File: config.mk
export PLATFORM = sky130hd
export DESIGN_NAME = hh_spike_detect_flat
export DESIGN_NICKNAME = d
export VERILOG_FILES = /design/src/rtl/hh_spike_if.sv /design/src/rtl/hh_spike_detect.sv /design/src/flat_wrapper.sv
export SDC_FILE = /design/constraint.sdc
export NUM_CORES = 1
export LEC_CHECK = 0
export BUFFER_PORTS_ARGS = -buffer_cell sky130_fd_sc_hd__buf_4
export CAP_MARGIN = 40
export CORE_AREA = 2 2 78 80
export CTS_CLUSTER_SIZE = 20
export DETAILED_ROUTE_END_ITERATION = 6
export DIE_AREA = 0 0 80 82
export PLACE_DENSITY = 0.9
export SYNTH_ARGS = -nofsm -noshare
export SYNTH_HDL_FRONTEND = slang
export SYNTH_SLANG_ARGS = --single-unit
File: constraint.sdc
create_clock -name clk -period 4.45 [get_ports clk]
set_clock_uncertainty 0.2 [all_clocks]
set_input_delay 0 -clock clk [delete_from_list [all_inputs] [get_ports clk]]
set_output_delay 0 -clock clk [all_outputs]
set_load 0.01 [all_outputs]
File: src/rtl/hh_spike_if.sv
// hh_spike_if: membrane-voltage stream in, spike/peak/rate results out.
interface hh_spike_if #(parameter int CNT_W = 8);
  logic [15:0] v_in;
  logic v_valid;
  logic spike;
  logic in_refrac;
  logic [15:0] peak_v;
  logic peak_valid;
  logic [CNT_W-1:0] spike_count;
  logic count_valid;
  modport master(output v_in, v_valid, input spike, in_refrac, peak_v, peak_valid, spike_count, count_valid);
  modport slave(input v_in, v_valid, output spike, in_refrac, peak_v, peak_valid, spike_count, count_valid);
endinterface

File: src/rtl/hh_spike_detect.sv
// hh_spike_detect: threshold/hysteresis spike detector with refractory hold-off, peak capture and windowed rate count.
module hh_spike_detect #(
  parameter logic signed [15:0] THRESH = 16'sh0000,
  parameter logic [15:0] HYST = 16'h0500,
  parameter int REFRAC = 8,
  parameter int WIN = 1024,
  parameter int CNT_W = 8
) (
  input logic clk,
  input logic rst,
  hh_spike_if.slave io_bus
);
  localparam int RW = $clog2(REFRAC + 2);
  localparam int WW = $clog2(WIN);
  typedef enum logic [1:0] {S_WAIT_LOW, S_ARMED, S_ABOVE, S_REFRAC} state_t;
  state_t r_state;
  logic signed [15:0] r_peak, r_peak_v;
  logic [RW-1:0] r_cnt;
  logic r_spike, r_in_refrac, r_peak_valid, r_count_valid;
  logic [WW-1:0] r_wc;
  logic [CNT_W-1:0] r_acc, r_count;
  logic signed [15:0] w_v;
  logic signed [16:0] w_low;
  logic w_below, w_above, w_wrap;
  logic [CNT_W-1:0] w_acc;
  assign w_v = io_bus.v_in;
  // 17-bit re-arm level so THRESH - HYST cannot wrap
  assign w_low = $signed({THRESH[15], THRESH}) - $signed({1'b0, HYST});
  assign w_below = $signed({w_v[15], w_v}) < w_low;
  assign w_above = w_v >= THRESH;
  assign w_wrap = r_wc == WW'(WIN - 1);
  assign w_acc = (r_spike && r_acc != '1) ? r_acc + 1'b1 : r_acc;
  always_ff @(posedge clk or posedge rst)
    if (rst) begin
      r_state <= S_WAIT_LOW;
      r_peak <= '0;
      r_peak_v <= '0;
      r_cnt <= '0;
      r_spike <= 1'b0;
      r_in_refrac <= 1'b0;
      r_peak_valid <= 1'b0;
    end else begin
      r_spike <= 1'b0;
      r_peak_valid <= 1'b0;
      case (r_state)
        S_WAIT_LOW: if (io_bus.v_valid && w_below) r_state <= S_ARMED;
        S_ARMED: if (io_bus.v_valid && w_above) begin
          r_state <= S_ABOVE;
          r_spike <= 1'b1;
          r_peak <= w_v;
        end
        S_ABOVE: if (io_bus.v_valid) begin
          r_peak <= (w_v > r_peak) ? w_v : r_peak;
          if (!w_above) begin
            r_peak_v <= r_peak;
            r_peak_valid <= 1'b1;
            r_cnt <= RW'(REFRAC == 0 ? 0 : REFRAC - 1);
            r_in_refrac <= REFRAC != 0;
            r_state <= (REFRAC == 0) ? S_WAIT_LOW : S_REFRAC;
          end
        end
        S_REFRAC: begin
          r_cnt <= r_cnt - 1'b1;
          if (r_cnt == '0) begin
            r_state <= S_WAIT_LOW;
            r_in_refrac <= 1'b0;
          end
        end
        default: r_state <= S_WAIT_LOW;
      endcase
    end
  // a spike output on the wrap cycle is folded into the closing window
  always_ff @(posedge clk or posedge rst)
    if (rst) begin
      r_wc <= '0;
      r_acc <= '0;
      r_count <= '0;
      r_count_valid <= 1'b0;
    end else begin
      r_wc <= w_wrap ? '0 : r_wc + 1'b1;
      r_acc <= w_wrap ? '0 : w_acc;
      r_count_valid <= w_wrap;
      if (w_wrap) r_count <= w_acc;
    end
  assign io_bus.spike = r_spike;
  assign io_bus.in_refrac = r_in_refrac;
  assign io_bus.peak_v = r_peak_v;
  assign io_bus.peak_valid = r_peak_valid;
  assign io_bus.spike_count = r_count;
  assign io_bus.count_valid = r_count_valid;
endmodule

File: src/flat_wrapper.sv
// flat-port wrapper written by rule: the top's interface ports become plain ports
module hh_spike_detect_flat 
#(
  parameter logic signed [15:0] THRESH = 16'sh0000,
  parameter logic [15:0] HYST = 16'h0500,
  parameter int REFRAC = 8,
  parameter int WIN = 1024,
  parameter int CNT_W = 8
)
  (clk, rst, io_bus_v_in, io_bus_v_valid, io_bus_spike, io_bus_in_refrac, io_bus_peak_v, io_bus_peak_valid, io_bus_spike_count, io_bus_count_valid);
  hh_spike_if #(.CNT_W(CNT_W)) io_bus_i ();
  input logic clk;
  input logic rst;
  input wire logic [$bits(io_bus_i.v_in)-1:0] io_bus_v_in;
  input wire logic [$bits(io_bus_i.v_valid)-1:0] io_bus_v_valid;
  output wire logic [$bits(io_bus_i.spike)-1:0] io_bus_spike;
  output wire logic [$bits(io_bus_i.in_refrac)-1:0] io_bus_in_refrac;
  output wire logic [$bits(io_bus_i.peak_v)-1:0] io_bus_peak_v;
  output wire logic [$bits(io_bus_i.peak_valid)-1:0] io_bus_peak_valid;
  output wire logic [$bits(io_bus_i.spike_count)-1:0] io_bus_spike_count;
  output wire logic [$bits(io_bus_i.count_valid)-1:0] io_bus_count_valid;
  assign io_bus_i.v_in = io_bus_v_in;
  assign io_bus_i.v_valid = io_bus_v_valid;
  assign io_bus_spike = io_bus_i.spike;
  assign io_bus_in_refrac = io_bus_i.in_refrac;
  assign io_bus_peak_v = io_bus_i.peak_v;
  assign io_bus_peak_valid = io_bus_i.peak_valid;
  assign io_bus_spike_count = io_bus_i.spike_count;
  assign io_bus_count_valid = io_bus_i.count_valid;
  hh_spike_detect #(.THRESH(THRESH), .HYST(HYST), .REFRAC(REFRAC), .WIN(WIN), .CNT_W(CNT_W)) u_core (.clk(clk), .rst(rst), .io_bus(io_bus_i));
endmodule
==> results_dict.tcl <==
set metrics [dict create \
    run_status "finished clean" \
    pin_count 47 \
    p_sw_share_pct 35.2 \
    p_total_mw 2.43 \
    switching_power_mw 0.855 \
    stdcell_count 463 \
    crit_fanout 15 \
    grt_max_degree 69 \
    antenna_found_initial 0 \
    maxSlewViolCount 0 \
    synth_top_cell_by_area "dfrtp_1" \
    die_h_microns 82 \
    layout-drive-gt1-share_pct 23.5 \
    ys_ff_latch 68 \
    maxSlewHeadroom_pct 44.5 \
    final_hold_viol_count 0 \
    fmax_ghz 0.354 \
    synthesis.area_sq_um 3300 \
    worst_pin_slew_ns 0.832 \
    finalCriticalPeriod_ns 2.83 \
    required_ns 4.48 \
    hold_path.class "in -> reg" \
    r2r_setup_slack_ns 1.62 \
    hold_buffers 19 \
    syn_area_per_cell_sq_um 10.6 \
    crit_path_end_kind "flip-flop" \
    critical_path_arrival_ns 2.86 \
    p_leak_nw 2.03 \
    grt_pass1_wl_mm 11.8 \
    clk_path_buf_depth 2 \
    rsz0062_at_grt "no" \
    yosysSeqAreaShare_pct 51.6 \
    num_vias 2530 \
    ys_top_cells_by_area "dfrtp_1, ha_1, mux2_4" \
    drtPass1Iterations 5 \
    drt-wirelength-per-cell_microns 15.3 \
    cts_made_buffers 9 \
    die_area_sq_um 6560 \
    antennaDiodeCount 0 \
    synth_warnings 0 \
    period_share_pct 63.5 \
    totalWireLength_mm 7.10 \
    drt_iter0_markers 151 \
    routabilityCongestion 0.894 \
    grt_overflow 0 \
    worst_setup_path_start_kind "flip-flop" \
    cts_sinks 68 \
    rows 28 \
    clk_pin_slew_ns 0.07 \
    path_class "reg -> reg" \
    cts_setup_buffers 0 \
    dp_cells 428 \
    area_growth_pct 25.1 \
    max-vdd-ir-drop_uv 449 \
    maxCapViolations 0 \
    grt_pass1_vias 2600 \
    power_density_nw_per_um2 588 \
    syn_inst 311 \
    synth.distinct_cells 39 \
    pwr-share-clk_pct 21.9 \
    htreeDepth 3 \
    dp_hpwl_mm 4.70 \
    seqPwrFrac_pct 39.1 \
    portBuffers 46 \
    cts_resized 0 \
    ant_nets 0 \
    grtUsageTotal_pct 24.2 \
    drc_errors 0 \
    cts_tree "built" \
    setup_viol 0 \
    clock_latency_ns 0.34 \
    comb_power_share_pct 39.0 \
    fin_setup_tns_ns 0 \
    synth_top_cell_area_share_pct 51.6 \
    fp.coreArea_sq_um 5750 \
    start_util_pct 57.4 \
    cts_root_buf "clkbuf_8" \
    fp.dieW_microns 80 \
    nNetsFinal 425 \
    p_int_mw 1.57 \
    via_per_inst 5.46 \
    synth_nets 353 \
]
## routing by layer
| layer | global-route usage [%] | share of wire (%) | wire (microns) | up-vias |
|---|---|---|---|---|
| li1 | - | - | - | 1205 |
| met1 | 27.2 | 41 | 2880 | 1224 |
| met2 | 42.2 | 51 | 3650 | 76 |
| met3 | 5.27 | 4.1 | 291 | 25 |
| met4 | 14.4 | 3.9 | 276 | 0 |
| met5 | 0 | 0 | 0 | - |
## area by class of cell
class,count,area [sq um]
clock inverters,5,60.1
clock buffers,11,151
inverters,27,101
flip-flops and latches,68,1700
fillers,407,1620
multi-input cells,209,1460
repair buffers,68,558
well taps,75,93.8
## final timing paths
kind,start,endpoint,cells past startpoint
max,u_core.r_peak[5],u_core.r_peak[1],8
min,io_bus_v_in[0],u_core.r_peak[0],3
max reg2reg,u_core.r_peak[5],u_core.r_peak[1],8
min reg2reg,u_core.r_wc[4],u_core.r_wc[4],1
max in group asynchronous,rst,u_core.io_bus.peak_v[11],4
min in group asynchronous,rst,u_core.io_bus.peak_v[4],4
## synthesized netlist by cell type (all sizes together)
library cell,n
a2111oi,1
a21oi,19
a22o,1
a22oi,1
a31oi,1
a32oi,1
a41oi,1
and2,1
and3,3
and4,1
buf,2
clkbuf,5
dfrtp,68
ha,23
inv,27
mux2,17
mux2i,3
nand2,30
nand3,15
nand4,5
nand4b,1
nor2,32
nor2b,4
nor3,4
nor3b,1
o211ai,1
o21ai,23
o21bai,1
o311ai,1
o31ai,2
or2,1
or3,1
xnor2,7
xor2,7
## layout by cell type (no fill, tap or decap), types with 4 or more instances in the layout
cell type / count
dlygate4sd3_1: 19
ha_1: 23
xor2_1: 7
clkbuf_8: 11
a21oi_1: 19
xnor2_1: 7
nand2_1: 30
nand4_1: 4
o21ai_0: 23
mux2_4: 10
nor3_1: 4
mux2_2: 7
inv_1: 26
buf_4: 49
nand3_1: 15
dfrtp_1: 68
nor2_1: 31
## flip-flops by register name, summed over array words and instances (netlist names)
register	flops
u_core.io_bus.spike_count	8
u_core.r_acc	8
u_core.io_bus.spike	1
u_core.io_bus.in_refrac	1
u_core.r_cnt	4
u_core.r_state	2
u_core.io_bus.count_valid	1
u_core.io_bus.peak_valid	1
u_core.io_bus.peak_v	16
u_core.r_wc	10
u_core.r_peak	16
## worst max-delay path: stages (launching register included)
cell      delay (ns)
dfrtp_1         0.38
inv_1           0.08
ha_1            0.25
a21oi_1         0.15
o21ai_0         0.12
and2_4          0.15
or3_1           0.38
o211ai_4        0.60
mux2_2          0.41
## logic make-up (layout without fill, tap and decap cells)
family                   count (synthesis)  count (layout)  synth area share [%]
AO/OA/AOI/OAI                           53              53                  9.97
flip-flops                              68              68                  51.6
XOR/XNOR                                14              14                  3.72
adder cells (fa/ha/maj)                 23              23                  8.72
multiplexers                            20              20                  7.85
AND/OR/NAND/NOR                         99              99                  14.1
buffers and inverters                   34             111                  4.09
## through the flow
step                utilization [%]  hold WS (ns)  worst slack [ns]  area, sq um
floorplan                         -       -0.0520              1.99         3300
global placement               64.9        0.0476              1.73         3730
detailed placement             64.9        0.0484              1.64         3730
CTS                            71.9         0.220              1.62         4130
global route                   71.9         0.245              1.48         4130
finish                         71.9         0.236              1.62         4130
## power by group through the flow
stage | Sequential (mW) | Clock [mW] | Combinational [mW]
global route | 0.967 | 0.564 | 1.05
global placement | 0.938 | 0 | 0.870
detailed placement | 0.950 | 0 | 0.918
finish | 0.949 | 0.533 | 0.946
floorplan | 0.951 | 0 | 0.625
CTS | 0.943 | 0.541 | 0.942
Power figures use the tool's default switching activity.
